$ cat src/rtl/uart_rx.sv
// UART receiver: 16x oversampled, mid-bit sampling, 2-flop input synchronizer.
// Reports each frame with a one-clk done pulse and a stop-bit error flag.
module uart_rx #(
  parameter int DBIT    = 8,
  parameter int SB_TICK = 16
) (
  input  logic       clk,
  input  logic       reset,
  input  logic       s_tick,
  input  logic       rx,
  output logic [7:0] dout,
  output logic       rx_done_tick,
  output logic       frame_err
);

  localparam int SW = (SB_TICK > 16) ? 5 : 4;

  typedef enum logic [1:0] {
    IDLE,
    START,
    DATA,
    STOP
  } state_t;

  state_t        state_q, state_d;
  logic [SW-1:0] s_q, s_d;
  logic [2:0]    n_q, n_d;
  logic [7:0]    b_q, b_d;
  logic          rx_m, rx_s;
  logic          armed_q, armed_d;
  logic          done_q, done_d;
  logic          ferr_q, ferr_d;

  always_ff @(posedge clk or negedge reset) begin
    if (!reset) begin
      rx_m <= 1'b1;
      rx_s <= 1'b1;
    end else begin
      rx_m <= rx;
      rx_s <= rx_m;
    end
  end

  always_ff @(posedge clk or negedge reset) begin
    if (!reset) begin
      state_q <= IDLE;
      s_q     <= '0;
      n_q     <= '0;
      b_q     <= '0;
      armed_q <= 1'b0;
      done_q  <= 1'b0;
      ferr_q  <= 1'b0;
    end else begin
      state_q <= state_d;
      s_q     <= s_d;
      n_q     <= n_d;
      b_q     <= b_d;
      armed_q <= armed_d;
      done_q  <= done_d;
      ferr_q  <= ferr_d;
    end
  end

  // armed drops when a frame ends on a low line (break), so a held-low
  // line yields one frame and waits for a fresh high-to-low edge.
  always_comb begin
    state_d = state_q;
    s_d     = s_q;
    n_d     = n_q;
    b_d     = b_q;
    done_d  = 1'b0;
    ferr_d  = ferr_q;
    armed_d = armed_q | rx_s;
    unique case (state_q)
      IDLE: begin
        if (!rx_s && armed_q) begin
          state_d = START;
          s_d     = '0;
        end
      end
      START: begin
        if (s_tick) begin
          if (s_q == SW'(7)) begin
            if (rx_s) begin
              state_d = IDLE;
            end else begin
              state_d = DATA;
              s_d     = '0;
              n_d     = '0;
            end
          end else begin
            s_d = s_q + 1'b1;
          end
        end
      end
      DATA: begin
        if (s_tick) begin
          if (s_q == SW'(15)) begin
            s_d = '0;
            b_d = {rx_s, b_q[7:1]};
            if (n_q == 3'(DBIT - 1)) begin
              state_d = STOP;
            end else begin
              n_d = n_q + 1'b1;
            end
          end else begin
            s_d = s_q + 1'b1;
          end
        end
      end
      STOP: begin
        if (s_tick) begin
          if (s_q == SW'(SB_TICK - 1)) begin
            state_d = IDLE;
            done_d  = 1'b1;
            ferr_d  = ~rx_s;
            armed_d = rx_s;
          end else begin
            s_d = s_q + 1'b1;
          end
        end
      end
      default: state_d = IDLE;
    endcase
  end

  assign dout         = b_q >> (8 - DBIT);
  assign rx_done_tick = done_q;
  assign frame_err    = ferr_q;

endmodule
$ cat config.mk
export PLATFORM = sky130hd
export DESIGN_NAME = uart_rx
export DESIGN_NICKNAME = d
export VERILOG_FILES = /design/src/rtl/uart_rx.sv
export SDC_FILE = /design/constraint.sdc
export NUM_CORES = 1
export LEC_CHECK = 0
export CAP_MARGIN = 40
export CORE_MARGIN = 3
export CORE_UTILIZATION = 30
export DETAILED_ROUTE_END_ITERATION = 10
export HOLD_SLACK_MARGIN = 0.03
export SLEW_MARGIN = 20
export SYNTH_ARGS = -nofsm -noshare
export SYNTH_HDL_FRONTEND = slang
export SYNTH_SLANG_ARGS = --single-unit
$ cat constraint.sdc
create_clock -name clk -period 2 [get_ports clk]
set_clock_uncertainty 0.1 [all_clocks]
set_input_delay 0.3 -clock clk [delete_from_list [all_inputs] [get_ports clk]]
set_output_delay 0.3 -clock clk [all_outputs]
set_load 0.1 [all_outputs]
==> results.json <==
{
  "min_period_ns": 1.85,
  "arrival_ns": 1.95,
  "avgViaCountPerCell": 4.89,
  "critical_path_class": "reg2reg",
  "slew_violations": 0,
  "grt_pass1_wl_mm": 3.17,
  "cp-startpoint": "n_q[0]$_DFFE_PN0P_",
  "cts-buffers-inserted": 3,
  "ys_seq_area_frac": 0.535,
  "required_ns": 2.10,
  "syn_nets": 92,
  "placementRows": 20,
  "worst_pin_slew_ns": 0.438,
  "layout.cells.non_filler": 146,
  "grt_pass1_vias": 660,
  "yosys-top-cells-area": "dfrtp_1 48%, mux2_2 12%, dfstp_2 5.1%",
  "fin_nets": 110,
  "dpl.hpwl_mm": 1.36,
  "max_slew_margin": 0.708,
  "synthesis.area_um2": 1030,
  "ant_nets": 0,
  "hold_viol": 0,
  "synth-seq-cells": 22,
  "p_per_area_nw_per_um2": 990,
  "cp_slowest_stage_delay_ns": 0.40,
  "layout-drive-gt1-share": 0.333,
  "clockRootBuffer": "clkbuf_4",
  "synth_area_per_cell_um2": 12.2,
  "io_buffer_count": 13,
  "area_growth_pct": 18.2,
  "grt_max_degree": 23,
  "path_buf_inv": 0,
  "final_cell_mix": "20 x dfrtp_1, 12 x buf_4, 11 x mux2_2",
  "cts_sinks": 22,
  "cts_tree": "done",
  "start_util": 0.325,
  "crit_chain": "ha_1, ha_1, nor4_1, o221ai_1, mux2_2",
  "fin_area_um2": 1220,
  "drc": 0,
  "r2r_end": "n_q[0]$_DFFE_PN0P_",
  "vdd_drop_max_uv": 431,
  "clk_pin_slew_worst_paths_ns": 0.12,
  "crit_family": "adder cells",
  "synth_cell_types": 34,
  "critPathMaxFanout": 3,
  "gp_congestion": 0.870,
  "fill_cells": 327,
  "dr.pass1.iters": 4,
  "power.total_mw": 1.21,
  "placed_area_um2": 1190,
  "critPathCaptureType": "flip-flop",
  "drt_first_iter_violations": 9,
  "netlist_instances": 85,
  "overflow": 0,
  "fin_tns_setup_ns": 0,
  "wl_per_cell_um": 12.3,
  "timing.final.crit_share": 0.924,
  "yosys_warnings": 0,
  "rsz0062_at_grt": "false",
  "yosys.area.top_type": "dfrtp_1",
  "rrSetupSlack_ns": 0.15,
  "reg2reg_depth": 5,
  "clock.fmax_ghz": 0.541,
  "crit_path_start_kind": "flip-flop",
  "core_area_um2": 3180,
  "p_leak_nw": 0.568,
  "fp.dieH_um": 64.7,
  "layout.area.seq_um2": 553,
  "finish.utilization": 0.384,
  "postCtsSetupRepairBufs": 0,
  "final_common_cell": "dfrtp_1",
  "die_width_um": 64.7,
  "grt_antenna_before_repair": 0,
  "multiInputGateArea_um2": 452,
  "crit_top_cell": "ha_1",
  "grt_usage": 0.100,
  "antenna_cells": 0,
  "hold_class": "in2async",
  "r2r-start": "n_q[0]$_DFFE_PN0P_",
  "die-area_um2": 4190,
  "cts.repair.resized": 0,
  "wirelength_mm": 1.80,
  "dp.cells": 142,
  "status": "finished clean",
  "clock_latency_ns": 0.30,
  "hold_buffers": 0,
  "drv_cap": 0,
  "finalSetupViolations": 0,
  "io_pins": 14,
  "synth_top_area_share": 0.484,
  "vias": 714,
  "h-tree-depth": 1,
  "clock_path_buffers": 2,
  "cp_slowest_cell": "dfrtp_1"
}
[synthesized netlist by cell type]
cell        n
a21boi_0    1
a21o_1      1
a21oi_1     2
a221o_1     1
a22o_1      2
a22o_2      1
and2_1      1
and3_1      1
buf_2       1
buf_6       1
dfrtp_1    20
dfstp_2     2
ha_1        3
inv_1       4
mux2_2     11
nand2_1     7
nand3_1     2
nand4b_1    1
nor2_1      4
nor2_4      1
nor2b_1     1
nor3_1      2
nor3b_1     1
nor4_1      2
o21ai_0     3
o21ai_1     1
o21ai_2     1
o221ai_1    1
o2bb2ai_1   1
o31ai_1     1
o32a_2      1
o41ai_4     1
or2_1       1
or3_1       1
[worst register-to-register path, delay by kind of cell (launching register included)]
kind / cells / cell delay [ns]
mux: 1 / 0.31
flops: 1 / 0.40
simple gates: 1 / 0.29
compound gates: 1 / 0.22
fa+ha+maj: 2 / 0.42
[how the worst max path moves through the flow]
stage	endpoint	slack (ns)	cells past startpoint
4_1_cts	n_q[0]$_DFFE_PN0P_	0.14	5
3_3_place_gp	s_q[3]$_DFFE_PN0P_	0.12	5
2_1_floorplan	n_q[0]$_DFFE_PN0P_	0.34	5
5_1_grt	n_q[0]$_DFFE_PN0P_	0.04	5
6_report	n_q[0]$_DFFE_PN0P_	0.15	5
3_5_place_dp	s_q[3]$_DFFE_PN0P_	0.09	5
[cell type report]
| class | instances | share of cell area |
|---|---|---|
| well taps | 44 | 0.0451 |
| multi-input cells | 57 | 0.370 |
| clock buffers | 4 | 0.0215 |
| repair buffers | 15 | 0.0984 |
| flip-flops and latches | 22 | 0.453 |
| inverters | 4 | 0.0123 |
[per-layer routing]
| layer | vias to the layer above | GRT usage | routed length, µm |
|---|---|---|---|
| met1 | 351 | 0.132 | 836 |
| met3 | 2 | 0.0399 | 98 |
| met4 | 0 | 0.0396 | 27 |
| li1 | 347 | - | - |
| met5 | - | 0 | 0 |
| met2 | 14 | 0.146 | 835 |
[metrics by stage]
| stage | worst slack [ns] | hold slack, ns |
|---|---|---|
| after floorplan | 0.335 | -0.0956 |
| after global placement | 0.119 | 0.247 |
| after detailed placement | 0.0880 | 0.247 |
| after CTS | 0.141 | 0.240 |
| after global routing | 0.0357 | 0.240 |
| final | 0.152 | 0.233 |
[logic make-up (layout without fill, tap and decap cells)]
family / count (synthesis) / in the layout / synth area share
AO/OA/AOI/OAI: 18 / 18 / 0.150
adder cells (fa/ha/maj): 3 / 3 / 0.0363
buffers and inverters: 6 / 23 / 0.0303
flip-flops: 22 / 22 / 0.535
multiplexers: 11 / 11 / 0.120
AND/OR/NAND/NOR: 25 / 25 / 0.128
[power breakdown]
part,switching [mW],internal (mW)
clock network,0.123,0.0777
logic,0.216,0.176
registers,0.106,0.512
total,0.444,0.765
[flip-flops by register name, summed over array words and instances (netlist names), named ones only]
register,flops
n_q,3
s_q,4
rx_s,1
armed_q,1
rx_m,1
frame_err,1
rx_done_tick,1
dout,8
state_q,1
(Power assumes the default switching activity.)
